**src/rtl/pulse_delay_timer.sv**
```systemverilog
// Multi-channel pulse delay timer: a rising trigger edge starts a per-channel
// programmable count that ends in a one-cycle registered output pulse.
module pulse_delay_timer #(
  parameter int NUM_CH    = 4,
  parameter int CNT_W     = 6,
  parameter int DEF_DELAY = 32
) (
  input  logic                    clk_in,
  input  logic                    rst_n_in,
  input  logic [NUM_CH-1:0]       trig_in,
  input  logic [NUM_CH-1:0]       cancel_in,
  input  logic [NUM_CH*CNT_W-1:0] delay_in,
  input  logic                    retrig_mode_in,
  input  logic                    ovr_clr_in,
  output logic [NUM_CH-1:0]       out,
  output logic [NUM_CH-1:0]       busy_out,
  output logic [NUM_CH-1:0]       ovr_out
);

  typedef enum logic [0:0] {
    ST_IDLE  = 1'b0,
    ST_COUNT = 1'b1
  } ch_state_e;

  localparam logic [CNT_W-1:0] CNT_ZERO  = {CNT_W{1'b0}};
  localparam logic [CNT_W-1:0] CNT_ONE   = CNT_W'(1'b1);
  localparam logic [CNT_W-1:0] DEF_TRUNC = CNT_W'(DEF_DELAY);
  localparam logic [CNT_W-1:0] DEF_EFF   = (DEF_TRUNC == CNT_ZERO) ? CNT_ONE : DEF_TRUNC;

  function automatic logic [CNT_W-1:0] eff_delay(input logic [CNT_W-1:0] d);
    if (d == CNT_ZERO) begin
      eff_delay = DEF_EFF;
    end else begin
      eff_delay = d;
    end
  endfunction

  for (genvar g = 0; g < NUM_CH; g++) begin : g_ch
    ch_state_e        r_state;
    ch_state_e        w_state_nxt;
    logic [CNT_W-1:0] r_cnt;
    logic [CNT_W-1:0] w_cnt_nxt;
    logic [CNT_W-1:0] w_deff;
    logic             r_trig_d;
    logic             r_out;
    logic             w_out_nxt;
    logic             r_busy;
    logic             r_ovr;
    logic             w_ovr_set;
    logic             w_ovr_nxt;
    logic             w_evt;
    logic             w_expire;

    assign w_evt    = trig_in[g] & ~r_trig_d;
    assign w_deff   = eff_delay(delay_in[g*CNT_W +: CNT_W]);
    assign w_expire = (r_state == ST_COUNT) && (r_cnt == CNT_ONE);

    // Channel state, counter, trigger history and registered outputs.
    always_ff @(posedge clk_in or negedge rst_n_in) begin
      if (!rst_n_in) begin
        r_state  <= ST_IDLE;
        r_cnt    <= CNT_ZERO;
        r_trig_d <= 1'b0;
        r_out    <= 1'b0;
        r_busy   <= 1'b0;
        r_ovr    <= 1'b0;
      end else begin
        r_state  <= w_state_nxt;
        r_cnt    <= w_cnt_nxt;
        r_trig_d <= trig_in[g];
        r_out    <= w_out_nxt;
        r_busy   <= (w_state_nxt == ST_COUNT);
        r_ovr    <= w_ovr_nxt;
      end
    end

    // Next state: cancel beats expiry and events; an event landing on the
    // expiry edge chains a new count without flagging an overrun.
    always_comb begin
      w_state_nxt = r_state;
      w_cnt_nxt   = r_cnt;
      w_out_nxt   = 1'b0;
      w_ovr_set   = 1'b0;
      if (cancel_in[g]) begin
        w_state_nxt = ST_IDLE;
        w_cnt_nxt   = CNT_ZERO;
      end else begin
        case (r_state)
          ST_IDLE: begin
            if (w_evt) begin
              w_state_nxt = ST_COUNT;
              w_cnt_nxt   = w_deff;
            end else begin
              w_cnt_nxt   = CNT_ZERO;
            end
          end
          ST_COUNT: begin
            if (w_expire) begin
              w_out_nxt = 1'b1;
              if (w_evt) begin
                w_cnt_nxt = w_deff;
              end else begin
                w_state_nxt = ST_IDLE;
                w_cnt_nxt   = CNT_ZERO;
              end
            end else if (w_evt) begin
              w_ovr_set = 1'b1;
              if (retrig_mode_in) begin
                w_cnt_nxt = w_deff;
              end else begin
                w_cnt_nxt = r_cnt - CNT_ONE;
              end
            end else begin
              w_cnt_nxt = r_cnt - CNT_ONE;
            end
          end
          default: begin
            w_state_nxt = ST_IDLE;
            w_cnt_nxt   = CNT_ZERO;
          end
        endcase
      end
      if (w_ovr_set) begin
        w_ovr_nxt = 1'b1;
      end else if (ovr_clr_in) begin
        w_ovr_nxt = 1'b0;
      end else begin
        w_ovr_nxt = r_ovr;
      end
    end

    assign out[g]      = r_out;
    assign busy_out[g] = r_busy;
    assign ovr_out[g]  = r_ovr;
  end

endmodule

```
**config.mk**
```make
export PLATFORM = sky130hd
export DESIGN_NAME = pulse_delay_timer
export DESIGN_NICKNAME = d
export VERILOG_FILES = /design/src/rtl/pulse_delay_timer.sv
export SDC_FILE = /design/constraint.sdc
export NUM_CORES = 1
export LEC_CHECK = 0
export ABC_CLOCK_PERIOD_IN_PS = 1800
export CORE_UTILIZATION = 55
export DETAILED_ROUTE_END_ITERATION = 6
export DONT_BUFFER_PORTS = 1
export GPL_ROUTABILITY_DRIVEN = 0
export HOLD_SLACK_MARGIN = 0.06
export PLACE_DENSITY = 0.77
export SYNTH_ARGS = -nofsm -noshare
export SYNTH_HDL_FRONTEND = slang
export SYNTH_SLANG_ARGS = --single-unit
export TNS_END_PERCENT = 50
```
**constraint.sdc**
```tcl
create_clock -name clk_in -period 1.8 [get_ports clk_in]
set_input_delay 0.36 -clock clk_in [delete_from_list [all_inputs] [get_ports clk_in]]
set_output_delay 0.36 -clock clk_in [all_outputs]
set_load 0.05 [all_outputs]
```
## After elaboration in Yosys (flattened, before gate mapping)

Index checks and enable logic that the tools add are counted.

| word-level totals | value |
|---|---|
| register bits | 40 |
| bits of input ports | 36 |
| word-level logic and storage cells | 125 |

| operators by class | value |
|---|---|
| $add $sub $neg | 4 |
| equality and inequality tests | 4 |
| multiplexer cells | 73 |
| bitwise operators | 12 |
| reductions and logical operators | 12 |

Operator list:

| cell | count |
|---|---|
| $mux 6 | 24 |
| $pmux 6 s2 | 4 |
| $mux 1 | 41 |
| $eq 6x1->1 const B | 4 |
| $logic_not 6->1 | 4 |
| $sub 6x1->6 const B | 4 |
| $not 1->1 | 8 |
| $pmux 1 s2 | 4 |
| $reduce_bool 2->1 | 4 |
| $and 1x1->1 | 4 |
| $logic_and 1x1->1 | 4 |

## Longest topological paths before layout

Gate-level depths: netlist of run 1.

| depth | value |
|---|---|
| depth in word-level cells | 7 |
| depth in mapped cells | 6 |

## Least setup slack after synthesis of run 1

No wires, ideal clock.

| timing | value |
|---|---|
| path kind | register -> register |
| from | register g_ch[2].r_cnt[0] |
| to | register g_ch[2].r_cnt[4] |
| data arrival time | 1.514 ns |
| required time | 1.735 ns |
| path slack | 0.221 ns |
| cell stages (with the launch flop) | 6 |
| buffers on the path | 0 |
| period minus slack after synthesis | 1.579 ns |
| cell sequence | dfrtp_1 ha_1 nor2b_1 a211oi_1 or2_2 o211a_1 |

| on the way | value |
|---|---|
| word-level cells in the longest chain between the ends | 6 |
| elaborated cells between the ends (all ways) | 8 |

RTL lines:

| element | RTL line | source |
|---|---|---|
| start: declaration | 41 | `logic [CNT_W-1:0] r_cnt;` |
| start signal: assignment | 69 | `r_cnt <= w_cnt_nxt;` |
| $sub 6x1->6 | 111, 114 |  |
| $mux 6 | 108 | `if (retrig_mode_in) begin` |
| $mux 6 | 106 | `end else if (w_evt) begin` |
| $mux 6 * | 98 | `if (w_expire) begin` |
| $pmux 6 s2 * | 88 | `case (r_state)` |
| $mux 6 * | 84 | `if (cancel_in[g]) begin` |
| named net g_ch[2].w_cnt_nxt[4] | 42 | `logic [CNT_W-1:0] w_cnt_nxt;` |

Mark *: on every way through the listed nets, which the timed path passes. The rest lies on a longest branch.
A chain may end at the register's enable or synchronous reset.

## Worst setup path after layout of run 1

| timing | value |
|---|---|
| from | register g_ch[1].r_cnt[1] |
| to | register g_ch[1].r_cnt[3] |

| on the way | value |
|---|---|
| word-level cells in the longest chain between the ends | 6 |
| elaborated cells between the ends (all ways) | 8 |

RTL lines:

| element | RTL line |
|---|---|
| start: declaration | 41 |
| start signal: assignment | 69 |
| $sub 6x1->6 | 111, 114 |
| $mux 6 | 108 |
| $mux 6 | 106 |
| $mux 6 * | 98 |
| $pmux 6 s2 * | 88 |
| $mux 6 * | 84 |
| named net g_ch[1].w_cnt_nxt[3] | 42 |

Marked as above.

==> flow_metrics.py, run 1 <==
metrics = {
    "yosys": {
        "synthArstFlopShare_pct": 100.0,
        "yosysWarnings": 0,
        "yosys_register_bits": 40,
        "synth_ff_type": "sky130_fd_sc_hd__dfrtp_1",
        "mappedNetlistArea_mm2": 0.002255,
        "synth-seq-area-share_pct": 44.40,
        "postSynthNetCount": 274,
        "mean_area_per_synthesized_cell_um2": 9.803,
        "syn_inst": 230,
        "synth_enable_flop_cells": 0,
        "number_of_distinct_library_cell_variants_in_the_gate_level_netlist_after_synthesis": 44,
    },
    "outcome": {
        "outcome": "finished clean",
    },
    "setup_path": {
        "setup_crit_start_kind": "register",
        "ws_path_type": "reg2reg",
        "timing.critical_path.to_type": "register",
        "worst_reg_to_reg_path_cell_count": 6,
        "crit_path_max_fanout": 5,
        "arrival_ps": 1840,
        "ff2ff_setup_slack_ps": 120,
        "worstPathRequired_ps": 1960,
    },
    "clock_tree": {
        "post_cts_buffers": 0,
        "clk-insertion-delay-late_ps": 290,
        "cts_max_path_buffers": 2,
        "clk_root_buffer_cell": "sky130_fd_sc_hd__clkbuf_8",
        "cts_resized": 0,
        "cts_inserted_buffers": 5,
        "cts_num_sinks": 40,
        "cts.htree.levels": 2,
        "holdBufCountCts": 2,
        "cts_tree": "built",
        "path_clk_slew_ps": 80,
    },
    "floorplan": {
        "die_width_um": 66.03,
        "floorplan.initialDensity_pct": 59.35,
        "placementRows": 22,
        "die_area_mm2": 0.004359,
        "floorplan.io_pins": 48,
        "floorplan.core_area_mm2": 0.003799,
        "die_y_um": 66.03,
    },
    "detailed_routing": {
        "route.detailed.wl_per_inst_um": 16.53,
        "num_vias": 1729,
        "detail_route.drc_violations": 0,
        "total_wire_length_mm": 4.644,
        "drt_pre_antenna_iters": 4,
        "drt_first_iter_violations": 133,
        "post_drt_via_cell_ratio": 6.153,
        "antenna_violating_nets_post_route": 0,
    },
    "finish": {
        "final_cell_mix": "sky130_fd_sc_hd__dfrtp_1, sky130_fd_sc_hd__inv_1, sky130_fd_sc_hd__nor2_1, sky130_fd_sc_hd__nand2_1",
        "final_net_count": 276,
        "final_core_util_pct": 63.34,
        "synthToLayoutAreaGrowth_pct": 6.715,
        "num-fill-cells": 315,
        "ratio_of_cells_with_drive_above_1_in_the_final_layout_pct": 12.02,
        "final-instance-count-excl-fill": 281,
        "layout.cells.most_common": "sky130_fd_sc_hd__dfrtp_1",
        "insertedDiodeCount": 0,
    },
    "power_and_ir_drop": {
        "pwr_density_cell_mw_per_mm2": 848.2,
        "power.leakage_nw": 1.054,
        "ir_worst_vdd_uv": 560.0,
    },
    "global_route": {
        "vias_in_the_first_global_route": 1683,
        "antenna_found_initial": 0,
        "global_route.usage.total_pct": 23.46,
        "wire_length_of_the_first_global_routing_pass_mm": 7.665,
        "pin_count_of_the_biggest_net_entering_global_routing": 41,
        "grt_overflow": 0,
    },
    "sta": {
        "finalCritPeriodShare_pct": 93.49,
        "clock.fmax_ghz": 0.5942,
        "timing.final.setup_violations": 0,
        "worst_clock_skew_ps": 8.106,
        "max-slew-margin-rel_pct": 66.37,
        "rsz0062_at_grt": "no",
        "tightestPinTransition_ps": 504.5,
        "summed_negative_setup_slack_over_all_endpoints_ps": 0,
        "hold_ws_ps": 88.03,
        "timing_max_transition_violations_final": 0,
        "period_minus_slack_ps": 1683,
        "finalHoldViolCount": 0,
    },
    "hold_path": {
        "hold_class": "in2reg",
        "hold-path-cell-count": 0,
    },
    "placement": {
        "numPortBuffers": 0,
        "dpl.cell_count": 271,
        "post_detail_place_hpwl_mm": 3.381,
    },
    "flow_run": {
        "drv.max_cap_violation_count": 0,
    },
}
-- synth_stat cells (all sizes together) (4+ instances only) --
| cell | count | area, µm² |
|---|---|---|
| dfrtp | 40 | 1001 |
| inv | 21 | 78.83 |
| nor2 | 21 | 78.83 |
| buf | 14 | 98.84 |
| nand2 | 13 | 48.80 |
| a21oi | 11 | 55.05 |
| a32oi | 10 | 87.58 |
| nor3 | 9 | 45.04 |
| ha | 8 | 100.1 |
| nor3b | 6 | 45.04 |
| xor2 | 6 | 52.55 |
| nor2b | 5 | 31.28 |
| o21ai | 5 | 25.02 |
| or4 | 5 | 37.54 |
| xnor2 | 5 | 43.79 |
| a32o | 4 | 40.04 |
| clkbuf | 4 | 15.01 |
| nand2b | 4 | 25.02 |
| nor4 | 4 | 31.28 |
| o211ai | 4 | 30.03 |
-- report_power, final --
group	internal [mW]	switching, mW	total [mW]
combinational	0.175	0.221	0.396
clock	0.306	0.322	0.628
sequential	0.950	0.0672	1.02
-- registers in the layout, indices dropped and copies added (netlist names) --
name           flops
g_ch.r_busy        4
g_ch.r_ovr         4
g_ch.r_out         4
g_ch.r_trig_d      4
g_ch.r_cnt        24
-- layer usage --
metal / track usage, % / vias up / share of wire (%)
met4: 9.043 / 0 / 1.0
met3: 7.241 / 5 / 6.6
li1: - / 830 / -
met5: 0 / - / 0
met2: 38.27 / 49 / 50
met1: 28.85 / 845 / 43
-- cell type report --
| cell class | count | area, µm² | share of cell area, % |
|---|---|---|---|
| clock buffers | 6 | 82.58 | 3.432 |
| clock inverters | 2 | 10.01 | 0.4160 |
| inverters | 21 | 78.83 | 3.276 |
| multi-input cells | 151 | 1061 | 44.10 |
| flip-flops and latches | 40 | 1001 | 41.60 |
| well taps | 48 | 60.06 | 2.496 |
| repair buffers | 13 | 112.6 | 4.680 |
-- critical path: stages (launching register included) --
cell	delay (ps)
sky130_fd_sc_hd__dfrtp_1	400
sky130_fd_sc_hd__inv_1	100
sky130_fd_sc_hd__ha_1	140
sky130_fd_sc_hd__nor3b_1	350
sky130_fd_sc_hd__a21o_1	250
sky130_fd_sc_hd__a21o_1	230
sky130_fd_sc_hd__a311oi_1	70
-- per-stage QoR --
stage / area, µm² / setup slack (ps) / total power [mW]
after floorplan: 2255 / 221.4 / 1.343
after global placement: 2283 / 237.8 / 1.392
after detailed placement: 2283 / 171.6 / 1.403
after CTS: 2406 / 154.3 / 2.052
after global routing: 2406 / 25.63 / 2.157
final: 2406 / 117.1 / 2.041
-- logic make-up (layout without fill, tap and decap cells) --
logic type	after synthesis	count (layout)	synth area share, %
AO/OA/AOI/OAI	58	58	20.81
XOR/XNOR	11	11	4.273
adder cells (fa/ha/maj)	8	8	4.440
buffers and inverters	39	42	8.546
flip-flops	40	40	44.40
AND/OR/NAND/NOR	74	74	17.54
-- worst paths after layout --
check                                    to              from
hold / removal             g_ch[2].r_trig_d        trig_in[2]
hold reg to reg              g_ch[3].r_busy  g_ch[3].r_trig_d
setup reg to reg           g_ch[1].r_cnt[3]  g_ch[1].r_cnt[1]
max in group asynchronous  g_ch[3].r_cnt[0]          rst_n_in
min in group asynchronous  g_ch[1].r_cnt[4]          rst_n_in
setup / recovery           g_ch[1].r_cnt[3]  g_ch[1].r_cnt[1]
(Power assumes the default switching activity.)
==> run 2, diff against run 1 <==
Settings changed: HOLD_SLACK_MARGIN 0.06 to 0.15.
==> run 2 against run 1 <==
Design area rose by 4.0%; critical endpoint unchanged; combinational power rose by 6.3%; cell count rose by 3.2%; power rose by 1.1%; global-route usage rose by 0.73 points; clock power barely moved; worst setup slack got worse by 0.91 ps; sequential power barely moved; first-iteration DRC count rose by 17%.
==> flow_metrics.py, run 2 (synthesized netlist as in run 1, its figures left out) <==
metrics = {
    "sta": {
        "finalHoldViolCount": 0,
        "max-slew-margin-rel_pct": 66.30,
        "worst_clock_skew_ps": 9.044,
        "hold_ws_ps": 160.6,
        "timing_max_transition_violations_final": 0,
        "summed_negative_setup_slack_over_all_endpoints_ps": 0,
        "clock.fmax_ghz": 0.5939,
        "period_minus_slack_ps": 1684,
        "tightestPinTransition_ps": 505.4,
        "rsz0062_at_grt": "no",
        "worst_slack_ps": 116.2,
        "timing.final.setup_violations": 0,
        "finalCritPeriodShare_pct": 93.54,
    },
    "finish": {
        "final-instance-count-excl-fill": 290,
        "ratio_of_cells_with_drive_above_1_in_the_final_layout_pct": 11.98,
        "final_net_count": 285,
        "synthToLayoutAreaGrowth_pct": 10.99,
        "largest_register_ffs": 24,
        "layout.cells.most_common": "sky130_fd_sc_hd__dfrtp_1",
        "design_area_mm2": 0.002502,
        "final_core_util_pct": 65.88,
        "registers.top_by_ff_count": "g_ch.r_cnt",
        "final_cell_mix": "sky130_fd_sc_hd__dfrtp_1, sky130_fd_sc_hd__inv_1, sky130_fd_sc_hd__nor2_1, sky130_fd_sc_hd__nand2_1",
        "insertedDiodeCount": 0,
    },
    "power_and_ir_drop": {
        "pwr_density_cell_mw_per_mm2": 824.5,
        "ir_worst_vdd_uv": 598.8,
        "totalPowerFinal_mw": 2.063,
        "power.leakage_nw": 1.093,
    },
    "global_route": {
        "grt_overflow": 0,
        "antenna_found_initial": 0,
        "vias_in_the_first_global_route": 1745,
        "global_route.usage.total_pct": 24.18,
        "pin_count_of_the_biggest_net_entering_global_routing": 41,
        "wire_length_of_the_first_global_routing_pass_mm": 7.886,
    },
    "clock_tree": {
        "cts_tree": "built",
        "cts_max_path_buffers": 2,
        "clk-insertion-delay-late_ps": 290,
        "path_clk_slew_ps": 80,
        "cts_inserted_buffers": 5,
        "clk_root_buffer_cell": "sky130_fd_sc_hd__clkbuf_8",
        "cts.htree.levels": 2,
        "cts_num_sinks": 40,
    },
    "setup_path": {
        "ws_path_type": "reg2reg",
        "worst_reg_to_reg_path_cell_count": 6,
        "timing.critical_path.to_type": "register",
        "worstPathRequired_ps": 1960,
        "crit_path_max_fanout": 5,
        "setup_crit_start_kind": "register",
        "arrival_ps": 1840,
    },
    "floorplan": {
        "placementRows": 22,
        "floorplan.initialDensity_pct": 59.35,
        "die_width_um": 66.03,
        "floorplan.io_pins": 48,
        "die_area_mm2": 0.004359,
        "die_y_um": 66.03,
        "floorplan.core_area_mm2": 0.003799,
    },
    "detailed_routing": {
        "post_drt_via_cell_ratio": 6.072,
        "antenna_violating_nets_post_route": 0,
        "drt_first_iter_violations": 156,
        "total_wire_length_mm": 4.812,
        "detail_route.drc_violations": 0,
        "drt_pre_antenna_iters": 4,
        "route.detailed.wl_per_inst_um": 16.59,
        "num_vias": 1761,
    },
    "placement": {
        "post_detail_place_hpwl_mm": 3.381,
        "postPlaceCellArea_mm2": 0.002283,
        "dpl.cell_count": 271,
        "numPortBuffers": 0,
        "placement.setup.worst_slack_ps": 171.6,
    },
    "outcome": {
        "outcome": "finished clean",
    },
    "flow_run": {
        "drv.max_cap_violation_count": 0,
    },
    "hold_path": {
        "hold_class": "in2reg",
        "hold-path-cell-count": 1,
    },
}
## run 2: cell count changes in the layout (fill, tap and decap cells not counted)
| cell | delta |
|---|---|
| sky130_fd_sc_hd__dlygate4sd3_1 | +9 |
| sky130_fd_sc_hd__a311oi_1 | -1 |
| sky130_fd_sc_hd__a311oi_2 | +1 |
## run 2: cell type report
cell class                 instances  area [µm²]
clock buffer                       6       82.58
clock inverter                     2       10.01
fill                             309        1296
inverter                          21       78.83
multi-input combinational        151        1067
sequential                        40        1001
tap                               48       60.06
timing repair buffer              22       202.7
## run 2: layer usage
layer | track usage, % | up-vias | part of all wire (%)
met3 | 6.379 | 5 | 7.0
met5 | 0 | - | 0
met4 | 9.840 | 0 | 0.98
met1 | 30.28 | 864 | 44
li1 | - | 843 | -
met2 | 39.41 | 49 | 48
## run 2: worst paths after layout
check / end / slack [ps] / startpoint
worst max-delay path: g_ch[1].r_cnt[3] / 120 / g_ch[1].r_cnt[1]
worst min-delay path: g_ch[0].r_ovr / 160 / ovr_clr_in
worst max register to register: g_ch[1].r_cnt[3] / 120 / g_ch[1].r_cnt[1]
worst min register to register: g_ch[3].r_busy / 560 / g_ch[3].r_trig_d
max in group asynchronous: g_ch[3].r_out / 1080 / rst_n_in
min in group asynchronous: g_ch[1].r_cnt[4] / 510 / rst_n_in
## run 2: critical path: stages (launching register included)
cell and delay (ps):
sky130_fd_sc_hd__dfrtp_1 400, sky130_fd_sc_hd__inv_1 100, sky130_fd_sc_hd__ha_1 140, sky130_fd_sc_hd__nor3b_1 360, sky130_fd_sc_hd__a21o_1 250, sky130_fd_sc_hd__a21o_1 250
sky130_fd_sc_hd__a311oi_2 60
## run 2: power by group
| part | switching (mW) | leakage, nW | internal, mW |
|---|---|---|---|
| sequential | 0.0670 | 0.534 | 0.950 |
| clock | 0.319 | 0.0510 | 0.306 |
| combinational | 0.233 | 0.507 | 0.188 |
| total | 0.619 | 1.09 | 1.44 |
## run 2: repair_timing
action                                  4_1_cts  5_1_grt
endpoints found under the setup margin        0        1
gates resized for setup                       0        1
hold buffers                                 10        1
endpoints found under the hold margin        64        1
buffers inserted                              0        0
==> run 3, diff against run 2 <==
Settings changed: GPL_TIMING_DRIVEN set to 0, PLACE_DENSITY 0.77 to 0.79.
==> run 3 against run 2 <==
Register-to-register slack is essentially flat; largest power group unchanged; largest cell class unchanged; core utilization is 1.2 points higher; worst setup slack better by 7.8 ps; clock power grew 17%.
==> flow_metrics.py, run 3 (synthesized netlist as in run 1, its figures left out) <==
metrics = {
    "power_and_ir_drop": {
        "power.leakage_nw": 1.104,
        "pwr_density_cell_mw_per_mm2": 853.6,
        "ir_worst_vdd_uv": 677.8,
    },
    "detailed_routing": {
        "post_drt_via_cell_ratio": 5.973,
        "num_vias": 1756,
        "drt_first_iter_violations": 92,
        "detail_route.drc_violations": 0,
        "route.detailed.wl_per_inst_um": 15.60,
        "drt_pre_antenna_iters": 4,
        "total_wire_length_mm": 4.586,
        "antenna_violating_nets_post_route": 0,
    },
    "finish": {
        "layout.cells.most_common": "sky130_fd_sc_hd__dfrtp_1",
        "final_core_util_pct": 67.09,
        "final_net_count": 289,
        "final_cell_mix": "sky130_fd_sc_hd__dfrtp_1, sky130_fd_sc_hd__inv_1, sky130_fd_sc_hd__nor2_1, sky130_fd_sc_hd__nand2_1, sky130_fd_sc_hd__buf_4",
        "ratio_of_cells_with_drive_above_1_in_the_final_layout_pct": 13.01,
        "num-fill-cells": 281,
        "synthToLayoutAreaGrowth_pct": 13.04,
        "insertedDiodeCount": 0,
        "registers.top_by_ff_count": "g_ch.r_cnt",
        "largest_register_ffs": 24,
    },
    "sta": {
        "clock.fmax_ghz": 0.5967,
        "max-slew-margin-rel_pct": 40.13,
        "timing_max_transition_violations_final": 0,
        "timing.final.setup_violations": 0,
        "rsz0062_at_grt": "no",
        "finalCritPeriodShare_pct": 93.11,
        "finalHoldViolCount": 0,
        "hold_ws_ps": 159.3,
        "period_minus_slack_ps": 1676,
        "worst_clock_skew_ps": 11.10,
        "tightestPinTransition_ps": 896.1,
    },
    "setup_path": {
        "arrival_ps": 1910,
        "timing.critical_path.to_type": "register",
        "worstPathRequired_ps": 2040,
        "ws_path_type": "reg2reg",
        "setup_crit_start_kind": "register",
        "crit_path_max_fanout": 7,
    },
    "floorplan": {
        "placementRows": 22,
        "die_width_um": 66.03,
        "floorplan.core_area_mm2": 0.003799,
        "die_y_um": 66.03,
        "floorplan.io_pins": 48,
        "floorplan.initialDensity_pct": 59.35,
        "die_area_mm2": 0.004359,
    },
    "global_route": {
        "global_route.usage.total_pct": 24.60,
        "pin_count_of_the_biggest_net_entering_global_routing": 41,
        "grt_overflow": 0,
        "wire_length_of_the_first_global_routing_pass_mm": 8.059,
        "vias_in_the_first_global_route": 1779,
        "antenna_found_initial": 0,
    },
    "hold_path": {
        "hold_class": "in2reg",
    },
    "clock_tree": {
        "cts.htree.levels": 2,
        "clk_root_buffer_cell": "sky130_fd_sc_hd__clkbuf_8",
        "cts_inserted_buffers": 5,
        "cts_num_sinks": 40,
        "path_clk_slew_ps": 80,
        "cts_max_path_buffers": 2,
        "cts_tree": "built",
        "clk-insertion-delay-late_ps": 290,
    },
    "placement": {
        "numPortBuffers": 0,
        "post_detail_place_hpwl_mm": 3.259,
    },
    "flow_run": {
        "drv.max_cap_violation_count": 0,
    },
    "outcome": {
        "outcome": "finished clean",
    },
}
## run 3: cell types whose count changed in the layout (fill, tap and decap cells not counted), moves of 2 or more
cell / before / now
sky130_fd_sc_hd__clkbuf_1: 0 / 4
sky130_fd_sc_hd__dlygate4sd3_1: 10 / 7
sky130_fd_sc_hd__a221oi_2: 3 / 1
sky130_fd_sc_hd__a221oi_4: 0 / 2
## run 3: per-stage QoR
step	cells	setup TNS, ps	area [µm²]	setup WS, ps	total power, mW
6_report	294	0	2549	124.0	2.176
5_1_grt	294	0	2549	6.452	2.294
4_1_cts	294	0	2521	42.50	2.185
3_5_place_dp	278	-179.9	2315	-102.5	1.409
3_3_place_gp	278	-157.5	2315	-86.20	1.395
2_1_floorplan	230	0	2255	221.4	1.343
## run 3: final timing paths
check                      slack (ps)  cells past startpoint          endpoint              from
setup / recovery                  120                      5  g_ch[2].r_cnt[4]  g_ch[2].r_cnt[0]
hold / removal                    160                      1     g_ch[1].r_ovr        ovr_clr_in
setup reg to reg                  120                      5  g_ch[2].r_cnt[4]  g_ch[2].r_cnt[0]
hold reg to reg                   530                      2     g_ch[0].r_ovr     g_ch[0].r_ovr
max in group asynchronous        1070                      2  g_ch[2].r_cnt[3]          rst_n_in
min in group asynchronous         520                      2     g_ch[1].r_out          rst_n_in
## run 3: final cells by class
cell class	count	area, µm²	area share [%]
sequential	40	1001	39.27
clock inverter	3	42.54	1.669
multi-input combinational	151	1094	42.91
buffer	18	113.9	4.467
clock buffer	5	68.82	2.700
tap	48	60.06	2.356
inverter	21	78.83	3.093
timing repair buffer	8	90.09	3.535
## run 3: critical path: stages (launching register included)
cell                       delay [ps]
sky130_fd_sc_hd__dfrtp_1          460
sky130_fd_sc_hd__ha_1             240
sky130_fd_sc_hd__nor2b_1          150
sky130_fd_sc_hd__a211oi_2         440
sky130_fd_sc_hd__or2_2            200
sky130_fd_sc_hd__o211a_1          130
## run 3: timing repair
item	4_1_cts	5_1_grt
hold buffers	8	0
endpoints found under the hold margin	48	0
pin swaps	0	1
setup buffers	0	0
gates resized for setup	1	4
gates cloned	0	0
setup endpoints to repair	2	7
## run 3: per-layer routing
metal / global-route usage (%) / part of all wire [%] / vias up
met5: 0 / 0 / -
met4: 9.574 / 1.6 / 0
met3: 6.724 / 5.8 / 9
met2: 39.29 / 47 / 40
met1: 31.56 / 45 / 850
li1: - / - / 857
## run 3: report_power, final
group	leakage (nW)	total (mW)	internal, mW	switching (mW)
combinational	0.515	0.437	0.184	0.253
clock	0.0541	0.733	0.410	0.322
sequential	0.534	1.01	0.950	0.0557
